--- config.mk ---
export PLATFORM = sky130hd
export DESIGN_NAME = lsu_subword
export DESIGN_NICKNAME = d
export VERILOG_FILES = /design/src/rtl/mips_pkg.sv /design/src/rtl/lsu_lane_align.sv /design/src/rtl/lsu_subword.sv
export SDC_FILE = /design/constraint.sdc
export NUM_CORES = 1
export LEC_CHECK = 0
export BUFFER_PORTS_ARGS = -buffer_cell sky130_fd_sc_hd__buf_2
export CAP_MARGIN = 40
export CORE_AREA = 3 3 105 107
export DETAILED_ROUTE_END_ITERATION = 16
export DIE_AREA = 0 0 108 110
export GPL_ROUTABILITY_DRIVEN = 0
export PLACE_DENSITY = 0.88
export SLEW_MARGIN = 20
export SYNTH_ARGS = -nofsm -noshare
export SYNTH_HDL_FRONTEND = slang
export SYNTH_SLANG_ARGS = --single-unit
--- constraint.sdc ---
create_clock -name clk -period 3.4 [get_ports clk]
set_clock_uncertainty 0.05 [all_clocks]
set_input_delay 0.68 -clock clk [delete_from_list [all_inputs] [get_ports clk]]
set_output_delay 0.68 -clock clk [all_outputs]
set_load 0.02 [all_outputs]
--- src/rtl/mips_pkg.sv ---
// Shared MIPS datapath definitions: access-size encodings and LSU state type.
// lsu_misaligned() is only referenced when LSU_MISALIGN_TRAP_EN is defined.
package mips_pkg;

    localparam logic [1:0] SZ_BYTE = 2'b00;
    localparam logic [1:0] SZ_HALF = 2'b01;
    localparam logic [1:0] SZ_WORD = 2'b10;

    typedef enum logic [1:0] {
        StIdle  = 2'd0,
        StRead  = 2'd1,
        StWrite = 2'd2,
        StFault = 2'd3
    } lsu_state_t;

    // Size 2'b11 is reserved and behaves as a word.
    function automatic logic lsu_misaligned(input logic [1:0] size, input logic [1:0] addr_lo);
        if (size == SZ_BYTE) begin
            return 1'b0;
        end else if (size == SZ_HALF) begin
            return addr_lo[0];
        end else begin
            return addr_lo != 2'b00;
        end
    endfunction

endpackage

--- src/rtl/lsu_lane_align.sv ---
// Combinational lane logic for the LSU: little-endian load extraction with
// sign/zero extension, and byte-lane merge for sub-word read-modify-write.
module lsu_lane_align
    import mips_pkg::*;
(
    input  logic [1:0]  size_i,
    input  logic [1:0]  addr_lo_i,
    input  logic        unsigned_i,
    input  logic [31:0] rdata_i,
    input  logic [31:0] wdata_i,
    output logic [31:0] load_data_o,
    output logic [31:0] merged_o
);

    logic [4:0]  byte_shift;
    logic [7:0]  byte_lane;
    logic [15:0] half_lane;
    logic        sign_bit;

    always_comb begin
        byte_shift  = {addr_lo_i, 3'b000};
        byte_lane   = rdata_i[byte_shift +: 8];
        // Half lane ignores addr[0]; misalignment is handled by the caller.
        half_lane   = addr_lo_i[1] ? rdata_i[31:16] : rdata_i[15:0];
        sign_bit    = 1'b0;
        load_data_o = rdata_i;
        merged_o    = rdata_i;
        case (size_i)
            SZ_BYTE: begin
                sign_bit                  = ~unsigned_i & byte_lane[7];
                load_data_o               = {{24{sign_bit}}, byte_lane};
                merged_o[byte_shift +: 8] = wdata_i[7:0];
            end
            SZ_HALF: begin
                sign_bit    = ~unsigned_i & half_lane[15];
                load_data_o = {{16{sign_bit}}, half_lane};
                if (addr_lo_i[1]) begin
                    merged_o[31:16] = wdata_i[15:0];
                end else begin
                    merged_o[15:0] = wdata_i[15:0];
                end
            end
            default: begin
                load_data_o = rdata_i;
                merged_o    = wdata_i;
            end
        endcase
    end

endmodule

--- src/rtl/lsu_subword.sv ---
// Load/store unit in front of a word-only data memory; sub-word stores use read-modify-write.
// Define LSU_MISALIGN_TRAP_EN to trap misaligned half/word accesses instead of ignoring low bits.
module lsu_subword
    import mips_pkg::*;
#(
    parameter int unsigned ADDR_W = 32,
    parameter int unsigned DATA_W = 32
) (
    input  logic              clk,
    input  logic              rst,
    input  logic              req_valid,
    output logic              req_ready,
    input  logic              req_write,
    input  logic [1:0]        req_size,
    input  logic              req_unsigned,
    input  logic [ADDR_W-1:0] req_addr,
    input  logic [DATA_W-1:0] req_wdata,
    output logic              resp_valid,
    output logic [DATA_W-1:0] resp_rdata,
    output logic              misaligned,
    output logic              stall,
    output logic              mem_write,
    output logic [ADDR_W-1:0] mem_addr,
    output logic [DATA_W-1:0] mem_wdata,
    input  logic [DATA_W-1:0] mem_rdata
);

    lsu_state_t        state_q, state_d;
    logic              write_q, write_d;
    logic [1:0]        size_q, size_d;
    logic              unsigned_q, unsigned_d;
    logic [ADDR_W-1:0] addr_q, addr_d;
    logic [DATA_W-1:0] wdata_q, wdata_d;
    logic              resp_valid_q, resp_valid_d;
    logic [DATA_W-1:0] rdata_q, rdata_d;
    logic              misaligned_q, misaligned_d;

    logic [DATA_W-1:0] load_data;
    logic [DATA_W-1:0] merged;

    lsu_lane_align u_lane_align (
        .size_i      (size_q),
        .addr_lo_i   (addr_q[1:0]),
        .unsigned_i  (unsigned_q),
        .rdata_i     (mem_rdata),
        .wdata_i     (wdata_q),
        .load_data_o (load_data),
        .merged_o    (merged)
    );

    always_comb begin
        state_d      = state_q;
        write_d      = write_q;
        size_d       = size_q;
        unsigned_d   = unsigned_q;
        addr_d       = addr_q;
        wdata_d      = wdata_q;
        resp_valid_d = 1'b0;
        rdata_d      = '0;
        misaligned_d = 1'b0;
        unique case (state_q)
            StIdle: begin
                if (req_valid) begin
                    write_d    = req_write;
                    size_d     = req_size;
                    unsigned_d = req_unsigned;
                    addr_d     = req_addr;
                    wdata_d    = req_wdata;
`ifdef LSU_MISALIGN_TRAP_EN
                    if (lsu_misaligned(req_size, req_addr[1:0])) begin
                        state_d = StFault;
                    end else
`endif
                    if (!req_write || !req_size[1]) begin
                        state_d = StRead;
                    end else begin
                        state_d = StWrite;
                    end
                end
            end
            StRead: begin
                if (!write_q) begin
                    rdata_d      = load_data;
                    resp_valid_d = 1'b1;
                    state_d      = StIdle;
                end else begin
                    // Captured word now carries the store lane; WRITE sends it back.
                    wdata_d = merged;
                    state_d = StWrite;
                end
            end
            StWrite: begin
                resp_valid_d = 1'b1;
                state_d      = StIdle;
            end
            StFault: begin
                resp_valid_d = 1'b1;
`ifdef LSU_MISALIGN_TRAP_EN
                misaligned_d = 1'b1;
`endif
                state_d      = StIdle;
            end
        endcase
    end

    always_ff @(posedge clk) begin
        if (rst) begin
            state_q      <= StIdle;
            write_q      <= 1'b0;
            size_q       <= 2'b00;
            unsigned_q   <= 1'b0;
            addr_q       <= '0;
            wdata_q      <= '0;
            resp_valid_q <= 1'b0;
            rdata_q      <= '0;
            misaligned_q <= 1'b0;
        end else begin
            state_q      <= state_d;
            write_q      <= write_d;
            size_q       <= size_d;
            unsigned_q   <= unsigned_d;
            addr_q       <= addr_d;
            wdata_q      <= wdata_d;
            resp_valid_q <= resp_valid_d;
            rdata_q      <= rdata_d;
            misaligned_q <= misaligned_d;
        end
    end

    assign req_ready  = (state_q == StIdle);
    assign stall      = (state_q != StIdle);
    assign resp_valid = resp_valid_q;
    assign resp_rdata = rdata_q;
    assign misaligned = misaligned_q;
    // Gated by rst so a reset landing in WRITE cannot commit a half-finished store.
    assign mem_write  = (state_q == StWrite) && !rst;
    assign mem_addr   = {addr_q[ADDR_W-1:2], 2'b00};
    assign mem_wdata  = (state_q == StWrite) ? wdata_q : '0;

endmodule
==> results.txt, run 1 <==
initial antenna violation count: 1
port bufs: 200
CTS sink cnt: 103
die area: 11900 sq um
crit-path cells: nand2b_4 > nor3_2 > o211a_2 > a21o_1
run status: completed
Synth area leaders: dfxtp_1 (39%), nand2_1 (6.4%), buf_4 (5.4%)
Power, Total: 2.70 mW
synthesized area per cell: 8.87 sq um
crit end category: flip-flop
fin crit share: 75.3%
# diodes: 0
clock latency reported for the late side of the worst-skew pair: 370 ps
crit path launch: state_q[0]
die width: 108 um
Levels on crit path: 4
placed insts: 865
Mapped Cells: 599
Reg2Reg Depth: 4
WP data arrival: 2830 ps
Initial Util: 51.9%
HPWL Detailed: 11500 um
TritonCTS clock tree: built
power per cell area: 428 nW/um^2
Clock Tree Buf Depth: 2
first-pass GRT wire length: 23800 um
cell with the most instances after synthesis: dfxtp_1
area delta synth->final: 18.7%
Reg clk slew, reported paths: 100 ps
r2r endpoint: resp_rdata[21]
main flop type after synthesis: dfxtp_1
largest area contributor in the netlist: dfxtp_1
post-synthesis sequential area ratio: 38.8%
CTS Buf Count: 9
Tot GR Track Use: 25.7%
WL final: 15700 um
crit path buf inv count: 0
Rel. slew slack: 43.7%
antenna-violating nets left: 0
Final Hold Viols: 0
Clk Tree Root Cell: clkbuf_8
drt wl/cell: 17.8 um
reg-to-reg startpoint: state_q[0]
setup violators final: 0
Detailed Routing Iterations Pass 1: 6
die height: 110 um
top cell type's share of synthesized area: 38.8%
crit path max-delay cell type: nor3_2
Post-Layout Cell Count: 882
vias in the first global route: 4591
largest net degree at the start of global routing: 52
max-capacitance violation count: 0
fill count: 878
Netlist cell types: 51
fin crit period: 2560 ps
slew of the pin with the lowest slew margin: 843 ps
Largest delay share family, worst path: simple AND/OR/NAND/NOR gates
Leakage: 2.96 nW
CTS Hold Bufs: 0
Worst Hold Class: reg -> reg
setup tns final: 0 ps
layout cells sized above 1: 33.9%
# DRC: 0
startpoint types: flip-flop
via count: 5133
grt ovf: 0
highest clock rate: 0.391 GHz
# resized after CTS: 0
Avg Vias per Cell: 5.82
CORE AREA: 10200 sq um
critical path type: reg -> reg
CTS HTree Levels: 3
Max FO, Critical Path: 51
Post-Syn Area: 5310 sq um
Yosys warnings: 0
Post-synth EDFFs: 0
CP required: 3670 ps
Max VDD drop: 0.000254 V
worst hold slack: 407 ps
Layout Nets: 849
Slew Viols, Final: 0
I/O Pins: 204
setup slack, reg-to-reg: 840 ps
crit path capture: resp_rdata[21]
# Post-CTS Setup Buffers: 0
max incr delay on CP: 720 ps
Synth Register Bits: 103
Initial DRC Count: 477
setup repair after global routing missed its margin: false
async set-reset flop share out of synthesis: 0%
most frequent cells after synthesis: dfxtp_1 (103), nand2_1 (91), a21oi_1 (49)
# rows: 37
## layer usage
layer  vias to the layer above  global-route usage, %  routed length, um
met5                         -                      0                 13
met4                         2                   9.47                514
met3                        52                   7.28               1810
met2                       327                   44.0               7590
met1                      2359                   31.0               5750
li1                       2393                      -                  -
## logic make-up (layout without fill, tap and decap cells)
family / count (synthesis) / count (layout) / synth area share (%)
flops: 103 / 103 / 38.8
fa+ha+maj: 5 / 5 / 1.18
mux: 25 / 25 / 4.71
other cells: 1 / 3 / 0.0706
simple gates: 192 / 192 / 18.1
compound gates: 177 / 177 / 26.8
buf+inv: 96 / 241 / 10.3
## power by group
group | switching, mW | internal, mW
Sequential | 0.0671 | 1.28
Clock | 0.439 | 0.389
Combinational | 0.317 | 0.206
## flip-flops by register name (all words and copies together), names as in the netlist
signal	cells
unsigned_q	1
wdata_q	32
state_q	2
resp_rdata	32
addr_q	32
size_q	2
resp_valid	1
write_q	1
## stage by stage
| stage | instance area, sq um | util, % | worst slack, ps |
|---|---|---|---|
| finish | 6310 | 61.7 | 841 |
| global route | 6310 | 61.7 | 657 |
| CTS | 6290 | 61.5 | 864 |
| detailed placement | 6080 | 59.4 | 857 |
| global placement | 6050 | 59.2 | 943 |
| floorplan | 5320 | - | 1260 |
## worst reg2reg max path, cell delays in order (launching register included)
cell and delay, ps:
dfxtp_1 620, nand2b_4 410, nor3_2 740, o211a_2 550, a21o_1 140
## worst min-delay path by stage
stage | startpoint | to | slack, ps | cells after the start
floorplan | unsigned_q | unsigned_q | 390 | 2
global placement | addr_q[19] | addr_q[19] | 390 | 2
detailed placement | addr_q[26] | addr_q[26] | 400 | 2
CTS | unsigned_q | unsigned_q | 410 | 2
global route | addr_q[17] | addr_q[17] | 430 | 2
finish | addr_q[29] | addr_q[29] | 410 | 2
## layout make-up
cell class	instances	area, sq um	area share, %
multi-input cells	402	2710	43.0
flip-flops and latches	103	2060	32.7
repair buffers	208	1090	17.3
well taps	136	170	2.70
clock inverters	5	63.8	1.01
inverters	17	63.8	1.01
clock buffers	11	151	2.40
## placed cells by master (no fill, tap or decap), types with 2 or more instances in the layout
master	count
nor3_1	10
a311oi_1	3
ha_1	5
and2b_1	2
a31oi_1	8
a211o_1	16
inv_1	16
a21o_1	16
clkbuf_8	11
mux2i_1	25
a32o_1	8
nand2b_1	20
conb_1	3
a221oi_1	24
buf_2	200
dfxtp_1	103
a211oi_1	9
o221a_2	5
o21ai_0	8
nand2_1	91
buf_4	6
o221a_1	2
nor2b_1	5
a21oi_1	49
nor2_1	19
and2_1	32
a311oi_2	13
a221o_1	8
nor3_2	2
(Power assumes the default switching activity.)
==> run 2, diff against run 1 <==
--- a/config.mk
+++ b/config.mk
@@ -7,11 +7,11 @@
 export LEC_CHECK = 0
 export BUFFER_PORTS_ARGS = -buffer_cell sky130_fd_sc_hd__buf_2
 export CAP_MARGIN = 40
-export CORE_AREA = 3 3 105 107
+export CORE_AREA = 3 3 109 111
 export DETAILED_ROUTE_END_ITERATION = 16
-export DIE_AREA = 0 0 108 110
+export DIE_AREA = 0 0 112 114
 export GPL_ROUTABILITY_DRIVEN = 0
-export PLACE_DENSITY = 0.88
+export PLACE_DENSITY = 0.82
 export SLEW_MARGIN = 20
 export SYNTH_ARGS = -nofsm -noshare
 export SYNTH_HDL_FRONTEND = slang
==> constraint.sdc (replaced) <==
create_clock -name clk -period 2.52 [get_ports clk]
set_clock_uncertainty 0.05 [all_clocks]
set_input_delay 0.504 -clock clk [delete_from_list [all_inputs] [get_ports clk]]
set_output_delay 0.504 -clock clk [all_outputs]
set_load 0.02 [all_outputs]
==> run 2 against run 1 <==
Effect of this change: critical path type is now reg -> out; global-route usage fell by 1.3 points; register-to-register slack got worse by 430 ps; critical path depth did not move; clock power rose by 24%.
==> results.txt, run 2 (synthesis gave the netlist of run 1 again) <==
run status: completed
vias in the first global route: 5063
Rel. slew slack: 57.3%
antenna-violating nets left: 0
max incr delay on CP: 590 ps
Leakage: 2.97 nW
die width: 112 um
r2r endpoint: wdata_q[30]
Slew Viols, Final: 0
area delta synth->final: 19.0%
startpoint types: flip-flop
Worst Hold Class: in -> reg
setup repair after global routing missed its margin: false
CTS HTree Levels: 3
CTS Hold Bufs: 0
CORE AREA: 10900 sq um
grt ovf: 0
clock latency reported for the late side of the worst-skew pair: 380 ps
die height: 114 um
setup slack, reg-to-reg: 410 ps
crit end category: output port
WP data arrival: 1760 ps
fin crit share: 91.7%
critical path type: reg -> out
drt wl/cell: 18.1 um
max-capacitance violation count: 0
Max VDD drop: 0.000273 V
Layout Nets: 856
Sw Pwr: 1.16 mW
commonest non-fill, non-tap cell in the layout: buf_2
WL final: 16200 um
Min-Delay Endpoint: state_q[0]
port bufs: 200
Clk Tree Root Cell: clkbuf_8
Reg2Reg Depth: 6
Avg Vias per Cell: 5.86
Max FO, Critical Path: 33
power per cell area: 563 nW/um^2
I/O Pins: 204
layout cells sized above 1: 34.5%
hold depth: 2
die area: 12800 sq um
first-pass GRT wire length: 25200 um
TritonCTS clock tree: built
Initial Util: 48.8%
crit path max-delay cell type: dfxtp_1
initial antenna violation count: 1
highest clock rate: 0.433 GHz
Comb pwr share: 20.2%
CTS Buf Count: 9
most frequent cells in the layout: buf_2 (200), dfxtp_1 (103), nand2_1 (91)
Layout Utilization: 58.1%
Tot GR Track Use: 24.4%
reg-to-reg startpoint: addr_q[1]
fin crit period: 2310 ps
# Post-CTS Setup Buffers: 0
Clock Power Share: 29.0%
largest net degree at the start of global routing: 41
Area after DPL: 6120 sq um
Reg clk slew, reported paths: 100 ps
cell area after layout: 6320 sq um
worst hold slack: 299 ps
CP required: 1970 ps
# rows: 38
Seq pwr share: 50.8%
setup violators final: 0
Internal Power: 2.40 mW
# diodes: 0
Initial DRC Count: 373
# DRC: 0
CTS sink cnt: 103
setup tns final: 0 ps
Clock Tree Buf Depth: 2
# resized after CTS: 0
via count: 5236
crit path buf inv count: 2
HPWL Detailed: 12200 um
Sw Share: 32.7%
Detailed Routing Iterations Pass 1: 5
Final Hold Viols: 0
Hold Crit Start: req_size[1]
Largest delay share family, worst path: flip-flops
crit-path cells: nor2b_1 > buf_4 > and2_1 > buf_2
slew of the pin with the lowest slew margin: 640 ps
fill count: 969
-- run 2: cell count changes in the layout (fill, tap and decap cells not counted) --
cell,before,now
inv_8,1,3
buf_16,1,0
clkinv_2,1,0
clkinvlp_4,0,1
buf_4,6,15
buf_8,1,0
bufinv_16,1,0
inv_6,1,0
clkbuf_8,11,9
clkinv_4,1,2
clkinv_8,0,1
-- run 2: power groups by stage --
| stage | Sequential [mW] | Combinational [mW] | Clock [mW] |
|---|---|---|---|
| after floorplan | 1.83 | 0.499 | 0 |
| after global placement | 1.84 | 0.688 | 0 |
| after detailed placement | 1.84 | 0.713 | 0 |
| after CTS | 1.81 | 0.715 | 1.06 |
| after global routing | 1.82 | 0.780 | 1.11 |
| final | 1.81 | 0.719 | 1.03 |
-- run 2: area by class of cell --
type	instances	area, sq um	share of cell area [%]
well taps	140	175	2.77
multi-input cells	402	2710	42.9
inverters	17	63.8	1.01
repair buffers	215	1110	17.6
flip-flops and latches	103	2060	32.6
clock inverters	7	75.1	1.19
clock buffers	9	124	1.96
-- run 2: how the worst max path moves through the flow --
stage	to	slack [ps]	cells after the start	start
final	mem_wdata[11]	210	4	state_q[1]
after global routing	mem_wdata[8]	70	4	state_q[1]
after CTS	mem_wdata[11]	170	4	state_q[1]
after detailed placement	wdata_q[30]	450	6	addr_q[1]
after global placement	wdata_q[19]	520	7	addr_q[1]
after floorplan	wdata_q[10]	380	9	addr_q[1]
-- run 2: metal layers --
metal / up-vias / GRT usage (%) / wire length, um
li1: 2403 / - / -
met1: 2431 / 29.0 / 6230
met2: 339 / 40.8 / 7420
met3: 61 / 5.78 / 1640
met4: 2 / 13.3 / 897
met5: - / 0 / 13
-- run 2: through the flow --
stage               std cells  power, mW  worst slack (ps)
floorplan                 601       2.33               378
global placement          877       2.53               525
detailed placement        877       2.56               454
CTS                       893       3.58               168
global route              893       3.72              72.1
finish                    893       3.56               208
==> run 3, diff against run 2 <==
--- a/config.mk
+++ b/config.mk
@@ -7,9 +7,9 @@
 export LEC_CHECK = 0
 export BUFFER_PORTS_ARGS = -buffer_cell sky130_fd_sc_hd__buf_2
 export CAP_MARGIN = 40
-export CORE_AREA = 3 3 109 111
+export CORE_AREA = 3 3 93 130
 export DETAILED_ROUTE_END_ITERATION = 16
-export DIE_AREA = 0 0 112 114
+export DIE_AREA = 0 0 96 133
 export GPL_ROUTABILITY_DRIVEN = 0
 export PLACE_DENSITY = 0.82
 export SLEW_MARGIN = 20
==> run 3 against run 2 <==
Effect of this change: power up 8.4%; highest routed layer unchanged; non-clock buffer count unchanged; critical endpoint is now mem_wdata[9]; critical path depth unchanged; clock-buffer cell count is 4 higher; first-iteration DRC count decreased by 3.5%; via count decreased by 2.6%; critical path type unchanged; cell area rose by 1.6%; largest power group unchanged; fmax decreased by 1.3%.
==> results.txt, run 3 (synthesis gave the netlist of run 1 again) <==
CORE AREA: 11000 sq um
crit path launch: state_q[1]
gr busiest metal: met2
setup tns final: 0 ps
Min-Delay Endpoint: state_q[0]
hold depth: 2
Reg clk slew, reported paths: 60 ps
WP data arrival: 1790 ps
drt wl/cell: 17.8 um
Sw Share: 28.7%
largest net degree at the start of global routing: 49
CTS Hold Bufs: 0
Avg Vias per Cell: 5.71
Initial Util: 48.4%
commonest non-fill, non-tap cell in the layout: buf_2
highest clock rate: 0.427 GHz
max-capacitance violation count: 0
Seq pwr share: 46.9%
CTS HTree Levels: 3
most frequent cells in the layout: buf_2 (200), dfxtp_1 (103), nand2_1 (91)
setup repair after global routing missed its margin: false
I/O Pins: 204
Internal Power: 2.75 mW
Leakage: 3.01 nW
setup slack, reg-to-reg: 360 ps
initial antenna violation count: 2
WL final: 15900 um
via count: 5101
area delta synth->final: 20.9%
Sw Pwr: 1.11 mW
# resized after CTS: 0
fin crit share: 92.9%
Detailed Routing Iterations Pass 1: 6
Clock Power Share: 34.6%
Hold Crit Start: req_write
slew of the pin with the lowest slew margin: 694 ps
first-pass GRT wire length: 25000 um
antenna-violating nets left: 0
critical path type: reg -> out
Rel. slew slack: 53.7%
GRT met1 Usage: 26.5%
Clk Tree Root Cell: clkbuf_16
reg-to-reg startpoint: addr_q[1]
GR Layer Usage met3: 6.77%
crit path buf inv count: 2
port bufs: 200
max incr delay on CP: 570 ps
# DRC: 0
run status: completed
Max FO, Critical Path: 32
Clock Tree Buf Depth: 2
CTS Buf Count: 9
clock latency reported for the late side of the worst-skew pair: 340 ps
vias in the first global route: 4998
HPWL Detailed: 12200 um
power per cell area: 601 nW/um^2
r2r endpoint: wdata_q[29]
crit-path cells: nor2b_1 > buf_12 > and2_1 > buf_2
startpoint types: flip-flop
worst hold slack: 327 ps
Layout Nets: 856
Largest delay share family, worst path: flip-flops
CTS sink cnt: 103
layout cells sized above 1: 34.3%
die height: 133 um
GR Util met2: 42.3%
# rows: 45
Max VDD drop: 0.000343 V
Comb pwr share: 18.4%
# diodes: 0
crit path max-delay cell type: dfxtp_1
Tot GR Track Use: 24.8%
TritonCTS clock tree: built
die width: 96 um
grt ovf: 0
CP required: 1970 ps
crit end category: output port
Reg2Reg Depth: 6
Final Hold Viols: 0
Initial DRC Count: 360
# Post-CTS Setup Buffers: 0
Worst Hold Class: in -> reg
setup violators final: 0
die area: 12800 sq um
fin crit period: 2340 ps
Slew Viols, Final: 0
-- run 3: changes by cell type in the layout (fill, tap and decap cells not counted) --
cell / change
buf_12: +1
clkbuf_1: +1
clkinv_4: -2
buf_4: -1
clkbuf_16: +9
clkinv_8: -1
clkbuf_8: -6
inv_8: -3
clkinvlp_4: +1
-- run 3: power groups by stage --
stage,combinational [mW],sequential [mW],clock [mW]
after floorplan,0.499,1.83,0
after global routing,0.776,1.82,1.41
after CTS,0.708,1.81,1.35
final,0.712,1.81,1.34
after global placement,0.682,1.84,0
after detailed placement,0.705,1.85,0
-- run 3: area by class of cell --
| type | count | area (sq um) |
|---|---|---|
| clock buffer | 13 | 270 |
| inverter | 17 | 63.8 |
| clock inverter | 2 | 15.0 |
| multi-input combinational | 402 | 2710 |
| sequential | 103 | 2060 |
| fill | 999 | 4560 |
| timing repair buffer | 215 | 1130 |
| tap | 141 | 176 |
-- run 3: worst max-delay path by stage --
stage,slack (ps),to,cells past startpoint
detailed placement,400,wdata_q[29],6
floorplan,380,wdata_q[10],9
global placement,460,wdata_q[29],6
global route,90,mem_wdata[18],4
CTS,190,mem_wdata[18],4
finish,180,mem_wdata[9],4
-- run 3: stage by stage --
| step | std cells | setup WS, ps | utilization [%] | total power [mW] | instance area, sq um |
|---|---|---|---|---|---|
| 2_1_floorplan | 601 | 378 | - | 2.33 | 5320 |
| 3_3_place_gp | 878 | 458 | 55.9 | 2.53 | 6140 |
| 3_5_place_dp | 878 | 403 | 55.9 | 2.55 | 6140 |
| 4_1_cts | 893 | 192 | 58.5 | 3.87 | 6420 |
| 5_1_grt | 893 | 91.2 | 58.5 | 4.01 | 6420 |
| 6_report | 893 | 179 | 58.5 | 3.86 | 6420 |
-- run 3: routing by layer --
layer / vias to the layer above / share of wire (%)
met5: - / 0.13
met4: 4 / 5.4
met3: 57 / 7.8
met2: 258 / 50
met1: 2370 / 37
li1: 2412 / -
